--- config.mk ---
export PLATFORM = sky130hd
export DESIGN_NAME = imem_byte_writer
export DESIGN_NICKNAME = d
export VERILOG_FILES = /design/src/rtl/imem_byte_writer.sv
export SDC_FILE = /design/constraint.sdc
export NUM_CORES = 1
export LEC_CHECK = 0
export CORE_AREA = 2 2 131 133
export CTS_BUF_LIST = sky130_fd_sc_hd__clkbuf_16
export CTS_CLUSTER_SIZE = 40
export DETAILED_ROUTE_END_ITERATION = 16
export DIE_AREA = 0 0 133 135
export PLACE_DENSITY = 0.55
export SYNTH_ARGS = -nofsm -noshare
export SYNTH_HDL_FRONTEND = slang
export SYNTH_SLANG_ARGS = --single-unit
export TNS_END_PERCENT = 20
--- constraint.sdc ---
create_clock -name clk -period 2.7 [get_ports clk]
set_input_delay 0.405 -clock clk [delete_from_list [all_inputs] [get_ports clk]]
set_output_delay 0.405 -clock clk [all_outputs]
set_load 0.03 [all_outputs]
--- src/rtl/imem_byte_writer.sv ---
// Byte-serial store engine: turns one byte/halfword/word store into consecutive
// little-endian single-byte writes, rejecting misaligned or out-of-range stores.
module imem_byte_writer #(
  parameter int unsigned MEM_BYTES = 131072
) (
  input  logic        clk,
  input  logic        rst,
  input  logic        req_valid,
  output logic        req_ready,
  input  logic [31:0] req_addr,
  input  logic [31:0] req_data,
  input  logic [1:0]  req_size,
  output logic        mem_we,
  output logic [31:0] mem_addr,
  output logic [7:0]  mem_wdata,
  output logic        resp_valid,
  output logic        resp_err,
  output logic        busy
);

  typedef enum logic [1:0] {IDLE, WRITE, RESP} state_t;

  state_t      state, state_nxt;
  logic [31:0] addr_q, data_q;
  logic [1:0]  idx_q, last_q;
  logic        err_q;

  logic        accept;
  logic        fault;
  logic [2:0]  nbytes;
  logic [2:0]  nbytes_m1;
  logic [32:0] end_addr;

  // Range check in 33 bits so a store near 4 GiB cannot wrap to a legal address.
  always_comb begin
    nbytes = 3'd4;
    case (req_size)
      2'b00:   nbytes = 3'd1;
      2'b01:   nbytes = 3'd2;
      default: nbytes = 3'd4;
    endcase
    nbytes_m1 = nbytes - 3'd1;
    end_addr  = {1'b0, req_addr} + {30'b0, nbytes};
    fault     = (req_size == 2'b11)
             || ((req_size == 2'b01) && req_addr[0])
             || ((req_size == 2'b10) && (req_addr[1:0] != 2'b00))
             || (end_addr > 33'(MEM_BYTES));
    accept    = req_valid && req_ready;
  end

  always_comb begin
    state_nxt = state;
    case (state)
      IDLE:    if (accept) state_nxt = fault ? RESP : WRITE;
      WRITE:   if (idx_q == last_q) state_nxt = RESP;
      RESP:    state_nxt = IDLE;
      default: state_nxt = IDLE;
    endcase
  end

  // Outputs decode straight from state so reset drops the write strobe at once.
  always_comb begin
    req_ready  = (state == IDLE) && !rst;
    mem_we     = (state == WRITE);
    mem_addr   = 32'd0;
    mem_wdata  = 8'd0;
    resp_valid = (state == RESP);
    resp_err   = (state == RESP) && err_q;
    busy       = (state != IDLE);
    if (mem_we) begin
      mem_addr = addr_q + {30'b0, idx_q};
      case (idx_q)
        2'd0:    mem_wdata = data_q[7:0];
        2'd1:    mem_wdata = data_q[15:8];
        2'd2:    mem_wdata = data_q[23:16];
        default: mem_wdata = data_q[31:24];
      endcase
    end
  end

  always_ff @(posedge clk or posedge rst) begin
    if (rst) begin
      state  <= IDLE;
      addr_q <= 32'd0;
      data_q <= 32'd0;
      idx_q  <= 2'd0;
      last_q <= 2'd0;
      err_q  <= 1'b0;
    end else begin
      state <= state_nxt;
      if (accept) begin
        addr_q <= req_addr;
        data_q <= req_data;
        last_q <= nbytes_m1[1:0];
        err_q  <= fault;
        idx_q  <= 2'd0;
      end else if (state == WRITE) begin
        idx_q <= idx_q + 2'd1;
      end
    end
  end

endmodule

==> results.txt, run 1 <==
- After technology mapping, the gate count stands at 467.
- Count of antenna diodes in the layout: 0
- Entering global routing, the biggest net connects 72 pins.
* Number of design rule violations left after detail routing: 0
- OpenSTA, run right after detailed placement, puts the worst setup slack at -840 ps.
- Final hold vios: 0
* CP Launch Type: register
- Max-capacitance violation count: 0
- Number of enable flip-flop cells after synthesis: 0
- Biggest cell delay along the critical path: 430 ps
- Clock tree synthesis found a total of 71 sinks.
- Averaged over all synthesized cells, the footprint is between 9 and 10 um2.
- Top cells by area, synth: sky130_fd_sc_hd__dfrtp_1, sky130_fd_sc_hd__mux2_2, sky130_fd_sc_hd__nor2_1
- Summing over every cut layer, the via total after detailed routing is between 4000 and 5000.
* Worst clock skew on the final layout: around 6.6 ps
- In this run the horizontal extent of the chip is 133 um.
* Number of max-slew violations in the final report: 0
- For the pin with the worst max-slew slack, the measured transition is approximately 500 ps.
- In this run the power density over the cells is 501 mW/mm2.
- Number of global-route vias before repair: 4306
- Cell internal power dissipation: 2.63 mW
- The worst setup path is captured at a primary output.
* Required @ worst endpoint: between 2000 and 2500 ps
* Global placer's final weighted congestion: 0.892
* Series of cell instances along the critical path: ha_4 -> buf_4 -> a21oi_4 -> nor3_4 -> buf_12 -> buf_6 -> nand2_2 -> nor2_2 -> xnor2_1 -> nor2_1 -> clkbuf_16
- The critical path is of the reg -> out type.
* Net switching component of the power: ~0.92 mW
- The die covers between 0.015 and 0.02 mm2.
* Antenna violations before repair: 0
- The number of nets in the synthesized netlist is 547.
* Unrepaired setup endpoints after global routing: true
* CTS tree: yes
- Placed instance area: 0.00643 mm2
* Library cells used by synthesis: 57
- Core footprint: 0.0164 mm2
- Area of the multi-input gates: 0.00285 mm2
- Post-synthesis cell type with the largest combined area: sky130_fd_sc_hd__dfrtp_1
- Synthesized cell area: 0.00455 mm2
* Final setup violation count: 0
- In the synthesized netlist the dominant register cell turns out to be sky130_fd_sc_hd__dfrtp_1.
- Master of the slowest instance on the critical path: sky130_fd_sc_hd__dfrtp_1
- TNS Setup: 0 ps
* Storage cell area: 0.00178 mm2
- Along the worst path, the maximum fanout reaches 4.
- Root Driver: sky130_fd_sc_hd__clkbuf_16
- For this run, the top clock speed supported by timing is 370 MHz.
* Switch share: 0.260
- Fin crit share: 1.00
- Share of total power in sequential cells: 0.389
- VDD sags by at most ~0.00028 V.
- Wire length of the first global-routing pass: ~22000 um
- P&R area growth vs syn: 55.9%
- Wire length reported by the detailed router: 14100 um
- Yosys reg bits: 71
- Critical Path AT: 2290 ps
- Clock-pin slew was measured on the worst setup and hold paths at 60 ps.
* CTS H-tree depth: 3
* Post-layout worst setup margin: between 0.4 and 0.5 ps
- The design draws 3.56 mW.
- The detailed router finished its first iteration with 253 violations.
* Number of nets still failing antenna checks after routing: 0
- Minimum clock period: 2700 ps
- Overall die height: approximately 140 um
- GRT Resource Usage Total: 0.159
- In this run the tool buffered the top-level ports with 113 buffer cells.
- Initial Util: 0.277
* Final HPWL DP: 10600 um
- Clock latency on the worst-skew pair: 340 ps
- The share of synthesized area in the top cell type comes to 0.390.
- Pin placement for this block handled 114 I/O pins.
- Of the cells placed in the final design, the portion with a size suffix greater than 1 is 0.377.
* Count of yosys warnings during synthesis: 0
- Per-cell via count in the routed design: 4.84
- After clock tree synthesis, the flow added hold-fix buffers numbering 0.
* Number of nets in the final layout: around 730
- Final routed wire length divided by cell count: ~16 um
* Run status: completed
- Final std cell area, no fill: about 0.007 mm2
* Seq/Total Area, Yosys: 0.390
- Final Core Density: 0.433
* Total number of placement rows: 47
- After global routing the overflow that remains totals 0.
* Filler instances: ~1600
* Leakage power summed over all cells: 2.89 nW
- The share of total power dissipated in the clock network is 0.414.
* First-pass iteration count of the detailed router: 5
- The clock passes through at most 2 buffers.
* Worst max-slew margin expressed relative to the limit: 0.668
* Combinational share of power: 0.196
- In this run the worst hold path is classified as reg -> reg.
- After synthesis, the share of flip-flops with an asynchronous set or reset is 1.00.
* Cts bufs inserted: 9
power by group through the flow:
stage / logic [mW] / registers (mW) / clock network, mW
after floorplan: 0.396 / 1.36 / 0
after global placement: 0.664 / 1.39 / 0
after detailed placement: 0.676 / 1.40 / 0
after CTS: 0.692 / 1.38 / 1.51
after global routing: 0.764 / 1.41 / 1.54
final: 0.698 / 1.38 / 1.47
layer usage:
metal,GRT usage,wire length (um),up-vias,share of wire
li1,-,-,2037,-
met1,0.198,6330,2038,0.45
met2,0.274,6930,115,0.49
met3,0.0439,672,17,0.048
met4,0.0400,165,0,0.012
met5,0,0,-,0
timing repair:
item,4_1_cts,5_1_grt
resized for setup,51,35
setup endpoints to repair,32,33
setup buffers,7,5
hold endpoints to repair,0,0
pin swaps,20,18
area by class of cell:
type / instances / share of cell area
clock buffer: 9 / 0.0317
clock inverter: 7 / 0.0192
inverter: 13 / 0.00688
multi-input combinational: 360 / 0.401
sequential: 71 / 0.251
tap: 220 / 0.0388
timing repair buffer: 190 / 0.252
sequential cells by signal, summed over array words and instances (netlist names):
register,cells
state,2
last_q,2
err_q,1
idx_q,2
addr_q,32
data_q,32
kinds of logic (layout without fill, tap and decap cells):
| logic type | Yosys count | after routing | share of synthesized area |
|---|---|---|---|
| and+or+nand+nor | 184 | 184 | 0.215 |
| DFF | 71 | 71 | 0.390 |
| muxes | 67 | 67 | 0.165 |
| AOI/OAI and AO/OA | 59 | 59 | 0.0888 |
| xor gates and xnor gates | 39 | 39 | 0.0750 |
| buffers and inverters | 36 | 219 | 0.0324 |
| adders and majority gates | 11 | 11 | 0.0335 |
synthesized netlist by cell type, drive strengths merged (4+ instances only):
master / n
a211o: 4
a21oi: 19
a222oi: 8
and2: 6
and4: 4
buf: 5
clkbuf: 18
dfrtp: 71
ha: 9
inv: 13
mux2: 64
nand2: 25
nand3: 18
nand4: 18
nor2: 64
nor2b: 4
nor3: 15
nor4: 7
o21ai: 12
or2: 5
or3: 4
xnor2: 20
xor2: 19
cells in the final DEF, fill, tap and decap left out, drive strengths merged, types with 2 or more instances in the layout:
master	instances
dfrtp	71
fa	2
buf	108
inv	14
mux2i	3
nor2	64
bufinv	4
nand2	25
nand4	18
or2	5
mux2	64
o31ai	2
a222oi	8
or4	2
a211oi	2
a211o	4
and4	4
and2	6
ha	9
a21oi	19
xnor2	20
clkbuf	14
xor2	19
nor4b	2
and3	3
clkdlybuf4s50	69
nor2b	4
nand3	18
nor4	7
o21ai	12
dlygate4sd2	7
nor3	15
nand2b	2
a31oi	3
or3	4
through the flow:
stage | hold slack, ps | cells
global route | 518 | 870
CTS | 466 | 866
global placement | 489 | 843
floorplan | 480 | 467
finish | 504 | 870
detailed placement | 495 | 843
path summary, 6_finish.rpt:
kind	startpoint	endpoint	slack (ps)	cells after the start
min in group asynchronous	rst	data_q[25]	510	3
hold / removal	data_q[9]	data_q[9]	500	1
max in group asynchronous	rst	idx_q[1]	1860	3
hold reg to reg	data_q[9]	data_q[9]	500	1
setup reg to reg	state[0]	addr_q[9]	670	5
setup / recovery	idx_q[0]	mem_addr[15]	0.4	11
worst max-delay path, delay by kind of cell, from the launching register on:
family | cells | cell delay [ps]
AOI/OAI and AO/OA | 1 | 180
adders and majority gates | 1 | 190
buffers and inverters | 4 | 570
DFF | 1 | 430
xor gates and xnor gates | 1 | 250
and+or+nand+nor | 4 | 310
Note: power is estimated with default switching activity, not from simulation.
==> run 2: changes to the inputs <==
Settings changed: GPL_TIMING_DRIVEN set to 0.
==> run 2 against run 1 <==
Effect of this change:
- fmax up 0.86%
- combinational power down 7.6%
- final area down 7.8%
- worst setup slack better by 23 ps
- critical path depth down 1
- largest power group is now registers
- highest routed layer unchanged
==> results.txt, run 2 (synthesis results as in run 1) <==
* Post-layout worst setup margin: 23.5 ps (+23.1 ps)
- The DRC violation count after routing is 0 (unchanged).
* Post-layout total power: 3.18 mW (-11%)
- TritonCTS built the clock tree.
- Count of antenna diodes in the layout: 0 (unchanged)
- Initial drt markers: 205 (-19%)
* Final routed wire length divided by cell count: 16.5 um (+1.6%)
- IO Count: 114 (unchanged)
- The total power per unit cell area is 487 mW/mm2 (-2.9%).
- The aggregate global routing overflow came to 0 (unchanged).
* Worst hold margin: 352 ps (-151 ps)
- Final hold vios: 0 (unchanged)
- Overall die height: 135 um (unchanged)
- DP Worst Slack: -1210 ps (-367 ps)
- Met2 wire length: 6350 um (-8.3%)
* Cts bufs inserted: 9 (unchanged)
- The insertion delay of the later-clocked pin in the worst-skew pair came to 340 ps (about the same).
- The worst setup skew after layout was 6.50 ps (-0.137 ps).
- The area of the core region was 0.0164 mm2 (unchanged).
- Setup repair after global routing could not meet its margin everywhere.
* Total number of vias: 4055 (-3.6%)
* CTS max path bufs: 2 (unchanged)
* Final Core Density: 0.399 (-0.0339)
- The initial cell density of the core came to 0.277 (unchanged).
- Wire length of the first global-routing pass: 21400 um (-3.7%)
- The wire length on met1 came to 6200 um (-2.1%).
* Antenna violations before repair: 0 (unchanged)
* Max-capacitance violation count: 0 (unchanged)
- Total number of placement rows: 47 (unchanged)
- The post-route cell area came to 0.00654 mm2 (-7.8%).
* Root Driver: sky130_fd_sc_hd__clkbuf_16
- The aggregate negative setup slack is 0 ps (unchanged).
- Highest layer used for signal routing: met4
- The footprint of the multi-input gates came to 0.00283 mm2 (-0.53%).
- The post-route non-filler standard cell count was 824 (-5.3%).
* Most frequent cells in the layout: sky130_fd_sc_hd__dfrtp_1, sky130_fd_sc_hd__mux2_2, sky130_fd_sc_hd__nor2_1
- The net count reported at finish is 679 (-6.3%).
* Pin count of the biggest net entering global routing: 72 (unchanged)
* Series of cell instances along the critical path: buf_8 -> nor2_4 -> ha_4 -> fa_2 -> or4_4 -> a221oi_4 -> o211ai_1 -> o32a_1 -> nor4_4 -> o21ai_1
- The number of sinks driven by the clock tree is 71 (unchanged).
* Most common library cell in the layout ignoring fill and taps: sky130_fd_sc_hd__dfrtp_1
* Per-cell via count in the routed design: 4.92 (+1.8%)
- CTS H-tree depth: 3 (unchanged)
- Setup CP Type: in -> reg
* First-pass iteration count of the detailed router: 5 (unchanged)
* Floorplan die area: 0.0180 mm2 (unchanged)
- CP Capture Type: register
- Worst max-slew margin expressed relative to the limit: 0.405 (-0.263)
* Minimum clock period: 2680 ps (-23.1 ps)
- The number of global-route vias before repair came to 4087 (-5.1%).
- Max VDD drop: 0.000302 V (+8.3%)
- The arrival time of the worst setup path came to 2880 ps (+590 ps).
- Horiz. Die Dim: 133 um (unchanged)
- The worst setup path is launched from an input pin.
- Placed instance count: 797 (-5.5%)
* Biggest cell delay along the critical path: 550 ps (+120 ps)
- The worst-margin pin slew is 892 ps (+395 ps).
* Run status: completed
* Top Registers: addr_q x32, data_q x32
* GRT Resource Usage Total: 0.153 (-0.00642)
- On the critical path, the stage with the largest delay is an instance of sky130_fd_sc_hd__or4_4.
* Placed instance area: 0.00593 mm2 (-7.8%)
- Storage cell area: 0.00178 mm2 (+0.28%)
- Max Freq: 374 MHz (+0.86%)
- The number of nets with antenna violations after routing was 0 (unchanged).
* Number of max-slew violations in the final report: 0 (unchanged)
- Clock-pin slew on the worst setup and hold paths: 60 ps (about the same)
- The final number of setup-violating endpoints is 0 (unchanged).
* Global placer's final weighted congestion: 0.862 (-3.4%)
- The fill cell total of the finished layout is 1615 (+3.8%).
- Leakage power summed over all cells: 2.69 nW (-6.9%)
- The share of the cycle needed by the critical path after routing came to 0.991 (-0.00856).
- The total wire length was 13600 um (-3.8%).
- P&R area growth vs syn: 43.7%
- The final HPWL from detailed placement is 10200 um (-4.2%).
* Required @ worst endpoint: 2900 ps (+600 ps)
* Critical-path maximum fanout: 4 (unchanged)
- Detail Route met3 WL: 755 um (+12%)
- Fraction of layout cells with a size suffix above 1: 0.303 (-0.0739)
- Type of the tightest min-delay check: in -> reg
* Number of buffer cells added on primary ports: 110 (-2.7%)
==> run 2: timing repair <==
item                                    CTS  global route
gates resized for setup                 154            73
endpoints found under the hold margin     0             0
gates cloned                              0             0
endpoints found under the setup margin   42            36
pin swaps                                14            21
setup buffers                             8             5
hold buffers                              0             0
==> run 2: critical path: cells and delay by family <==
family | cells | cell delay (ps)
compound gates | 4 | 810
buf+inv | 1 | 100
fa+ha+maj | 2 | 600
simple gates | 3 | 970
==> run 2: final timing paths <==
kind | start | end | depth (start not counted) | slack (ps)
worst max-delay path | req_size[0] | state[1] | 10 | 20
worst min-delay path | req_size[1] | last_q[1] | 2 | 350
worst min register to register | data_q[28] | data_q[28] | 1 | 510
worst max register to register | state[0] | data_q[20] | 6 | 170
min in group asynchronous | rst | data_q[31] | 2 | 650
max in group asynchronous | rst | addr_q[9] | 2 | 1410
==> run 2: final cells by class <==
class	count	share of cell area
Multi-Input combinational cell	360	0.433
Sequential cell	71	0.273
Timing Repair Buffer	123	0.186
Tap cell	220	0.0421
Clock buffer	9	0.0344
Buffer	21	0.0145
Clock inverter	7	0.00995
Inverter	13	0.00784
==> run 2: where the power goes <==
| part | leakage (nW) | total, mW | internal, mW | switching, mW |
|---|---|---|---|---|
| Sequential | 0.833 | 1.39 | 1.24 | 0.149 |
| Combinational | 1.71 | 0.645 | 0.360 | 0.285 |
| Clock | 0.146 | 1.15 | 0.707 | 0.438 |
==> run 2: routing by layer <==
layer | global-route usage | vias to the layer above
li1 | - | 1944
met1 | 0.199 | 1979
met2 | 0.249 | 120
met3 | 0.0360 | 12
met4 | 0.0544 | 0
met5 | 0 | -
==> run 3: changes to the inputs <==
Settings changed: ABC_CLOCK_PERIOD_IN_PS set to 2700, CTS_CLUSTER_DIAMETER set to 50, SETUP_SLACK_MARGIN set to 0.4.
==> run 3 against run 2 <==
Effect of this change:
- final area grew 4.7%
- critical endpoint is now mem_addr[30]
- critical path type is now reg -> out
- power grew 0.32%
- die area is the same
==> results.txt, run 3 (synthesis results as in run 1) <==
- Run status: completed
* Most common library cell in the layout ignoring fill and taps: sky130_fd_sc_hd__dfrtp_1
- CTS tree: yes
- The data required time of the worst path was 2300 ps (-600 ps).
* Critical Path AT: 2260 ps (-620 ps)
* Final setup violation count: 0 (unchanged)
- Non-filler instance count after layout: 846 (+2.7%)
- Initial drt markers: 148 (-28%)
* Endpoint of the most critical register-to-register path: data_q[1]
- IO Count: 114 (unchanged)
- The initial cell density of the core was 0.277 (unchanged).
- The static leakage came to 2.77 nW (+2.9%).
- Fin crit share: 0.989 (-0.00251)
* CTS sink cnt: 71 (unchanged)
- The number of antenna repair diodes is 0 (unchanged).
* Number of buffer cells added on primary ports: 110 (unchanged)
* CP Capture Type: primary output
* Critical-path maximum fanout: 5 (+1)
- The number of placed cells counting well taps is 797 (unchanged).
- Biggest cell delay along the critical path: 390 ps (-160 ps)
- The buffer levels on the longest clock path came to 2 (unchanged).
- The cell area after placement came to 0.00609 mm2 (+2.7%).
- Minimum clock period: 2670 ps (-6.77 ps)
- Final hold vios: 0 (unchanged)
- Global placer's final weighted congestion: 0.858 (-0.41%)
* Horiz. Die Dim: 133 um (unchanged)
- The worst-margin pin slew was 884 ps (-8.67 ps).
- The post-route cell area came to 0.00685 mm2 (+4.7%).
* Number of stages on the worst hold path: 2 (unchanged)
* Number of nets still failing antenna checks after routing: 0 (unchanged)
- The proportion of layout cells with a drive suffix above 1 is 0.388 (+0.0852).
* Max VDD drop: 0.000315 V (+4.4%)
- The insertion delay of the later-clocked pin in the worst-skew pair came to 350 ps (about the same).
* Worst clock skew on the final layout: 6.97 ps (+0.467 ps)
- Root Driver: sky130_fd_sc_hd__clkbuf_16
- The total track usage was 0.159 (+0.00630).
- CTS H-tree depth: 3 (unchanged)
- The depth of the most critical reg-to-reg path is 6 (unchanged).
- The worst slew slack as a fraction of its limit is 0.411 (+0.00578).
- Overall die height: 135 um (unchanged)
- The path class of the tightest hold or removal check is in -> reg.
- Relative to the synthesized area, the layout overhead comes to 50.4%.
* Unrepaired setup endpoints after global routing: true
* Number of design rule violations left after detail routing: 0 (unchanged)
* Total number of vias: 4141 (+2.1%)
- The aggregate global routing overflow was 0 (unchanged).
* Pin count of the biggest net entering global routing: 72 (unchanged)
- Worst hold path startpoint: req_addr[0]
* Worst hold path endpoint: addr_q[0]
- Final routed wire length divided by cell count: 16.5 um (+0.38%)
- The library cells used most frequently in the layout, excluding fill and tap cells, are sky130_fd_sc_hd__dfrtp_1, sky130_fd_sc_hd__mux2_2, sky130_fd_sc_hd__buf_4.
- Series of cell instances along the critical path: nand4_1 -> nor3_4 -> buf_12 -> nand3_4 -> nor2_4 -> nand4_1 -> xor2_2 -> nor2_4 -> buf_6
- Master of the slowest instance on the critical path: sky130_fd_sc_hd__dfrtp_1
* Filler instances: 1586 (-1.8%)
- Number of max-slew violations in the final report: 0 (unchanged)
* Final HPWL DP: 10200 um (+0.46%)
- Final Core Density: 0.417 (+0.0187)
- Setup CP Type: reg -> out
- Per-cell via count in the routed design: 4.89 (-0.53%)
- The total design power was 3.19 mW (+0.32%).
- The setup slack on the worst flop-to-flop path was 570 ps (+400 ps).
- The number of antenna violations at the first check in global routing is 0 (unchanged).
* Power per standard cell area: 466 mW/mm2 (-4.2%)
* Max Freq: 375 MHz (+0.25%)
- Number of global-route vias before repair: 4255 (+4.1%)
- Beginning of the worst register-to-register path: state[0]
* Wire length reported by the detailed router: 14000 um (+3.1%)
* CP Launch Type: register
- The clock-pin slew on the worst setup and hold paths is 60 ps (about the same).
* Total number of placement rows: 47 (unchanged)
- The number of buffers inserted by hold repair at cts came to 0 (unchanged).
- The max capacitance violation total came to 0 (unchanged).
- Number of nets in the final layout: 701 (+3.2%)
- Floorplan die area: 0.0180 mm2 (unchanged)
- First-pass iteration count of the detailed router: 5 (unchanged)
* Wire length of the first global-routing pass: 22300 um (+4.1%)
* Core footprint: 0.0164 mm2 (unchanged)
- Top Registers: addr_q x32, data_q x32
- Cts bufs inserted: 9 (unchanged)
## run 3: changes by cell type in the layout (fill, tap and decap cells not counted), moves of 4 or more
cell,previous run,this run
sky130_fd_sc_hd__buf_4,15,57
sky130_fd_sc_hd__nor2_1,61,51
sky130_fd_sc_hd__buf_6,5,11
sky130_fd_sc_hd__dlymetal6s2s_1,17,2
sky130_fd_sc_hd__nor2_2,1,6
sky130_fd_sc_hd__clkbuf_2,6,10
sky130_fd_sc_hd__buf_2,11,5
sky130_fd_sc_hd__nor2_4,2,7
sky130_fd_sc_hd__dlygate4sd2_1,10,14
sky130_fd_sc_hd__clkdlybuf4s15_2,12,2
sky130_fd_sc_hd__clkbuf_1,12,4
## run 3: metrics by stage
stage | setup TNS, ps | setup slack [ps] | hold WS [ps]
6_report | 0 | 30.3 | 331
5_1_grt | -726 | -106 | 327
4_1_cts | -121 | -82.4 | 340
2_1_floorplan | 0 | 26.1 | 480
3_3_place_gp | -62630 | -967 | 490
3_5_place_dp | -12430 | -978 | 496
## run 3: timing repair
action | in CTS | in global routing
resized for setup | 317 | 33
pin swaps | 38 | 32
endpoints found under the setup margin | 108 | 42
buffers inserted | 17 | 16
## run 3: worst max-delay path by stage
stage / from / slack [ps] / cells past startpoint / endpoint
after floorplan: req_size[0] / 30 / 10 / err_q
after global placement: rst / -970 / 2 / idx_q[1]
after detailed placement: req_size[1] / -980 / 11 / err_q
after CTS: idx_q[0] / -80 / 11 / mem_addr[30]
after global routing: addr_q[7] / -110 / 9 / mem_addr[30]
final: addr_q[8] / 30 / 9 / mem_addr[30]
## run 3: metal layers
metal,part of all wire,GRT usage
met5,0,0
met4,0.016,0.0544
met3,0.056,0.0353
met2,0.49,0.281
met1,0.43,0.191
## run 3: worst max-delay path: cells and delay by family (launching register included)
| family | cells | cell delay [ps] |
|---|---|---|
| xor gates and xnor gates | 1 | 190 |
| DFF | 1 | 390 |
| and+or+nand+nor | 6 | 1040 |
| buffers and inverters | 2 | 280 |
## run 3: final cells by class
class / instances / area, um2 / share of cell area
flip-flops and latches: 71 / 1780 / 0.260
well taps: 220 / 275 / 0.0402
inverters: 13 / 51.3 / 0.00749
clock buffers: 9 / 225 / 0.0329
repair buffers: 143 / 1330 / 0.194
clock inverters: 7 / 50.0 / 0.00731
plain buffers: 23 / 146 / 0.0214
multi-input cells: 360 / 2990 / 0.436
## run 3: power breakdown
group,total [mW],internal [mW],switching (mW)
combinational,0.686,0.384,0.302
sequential,1.40,1.24,0.153
clock,1.11,0.622,0.489
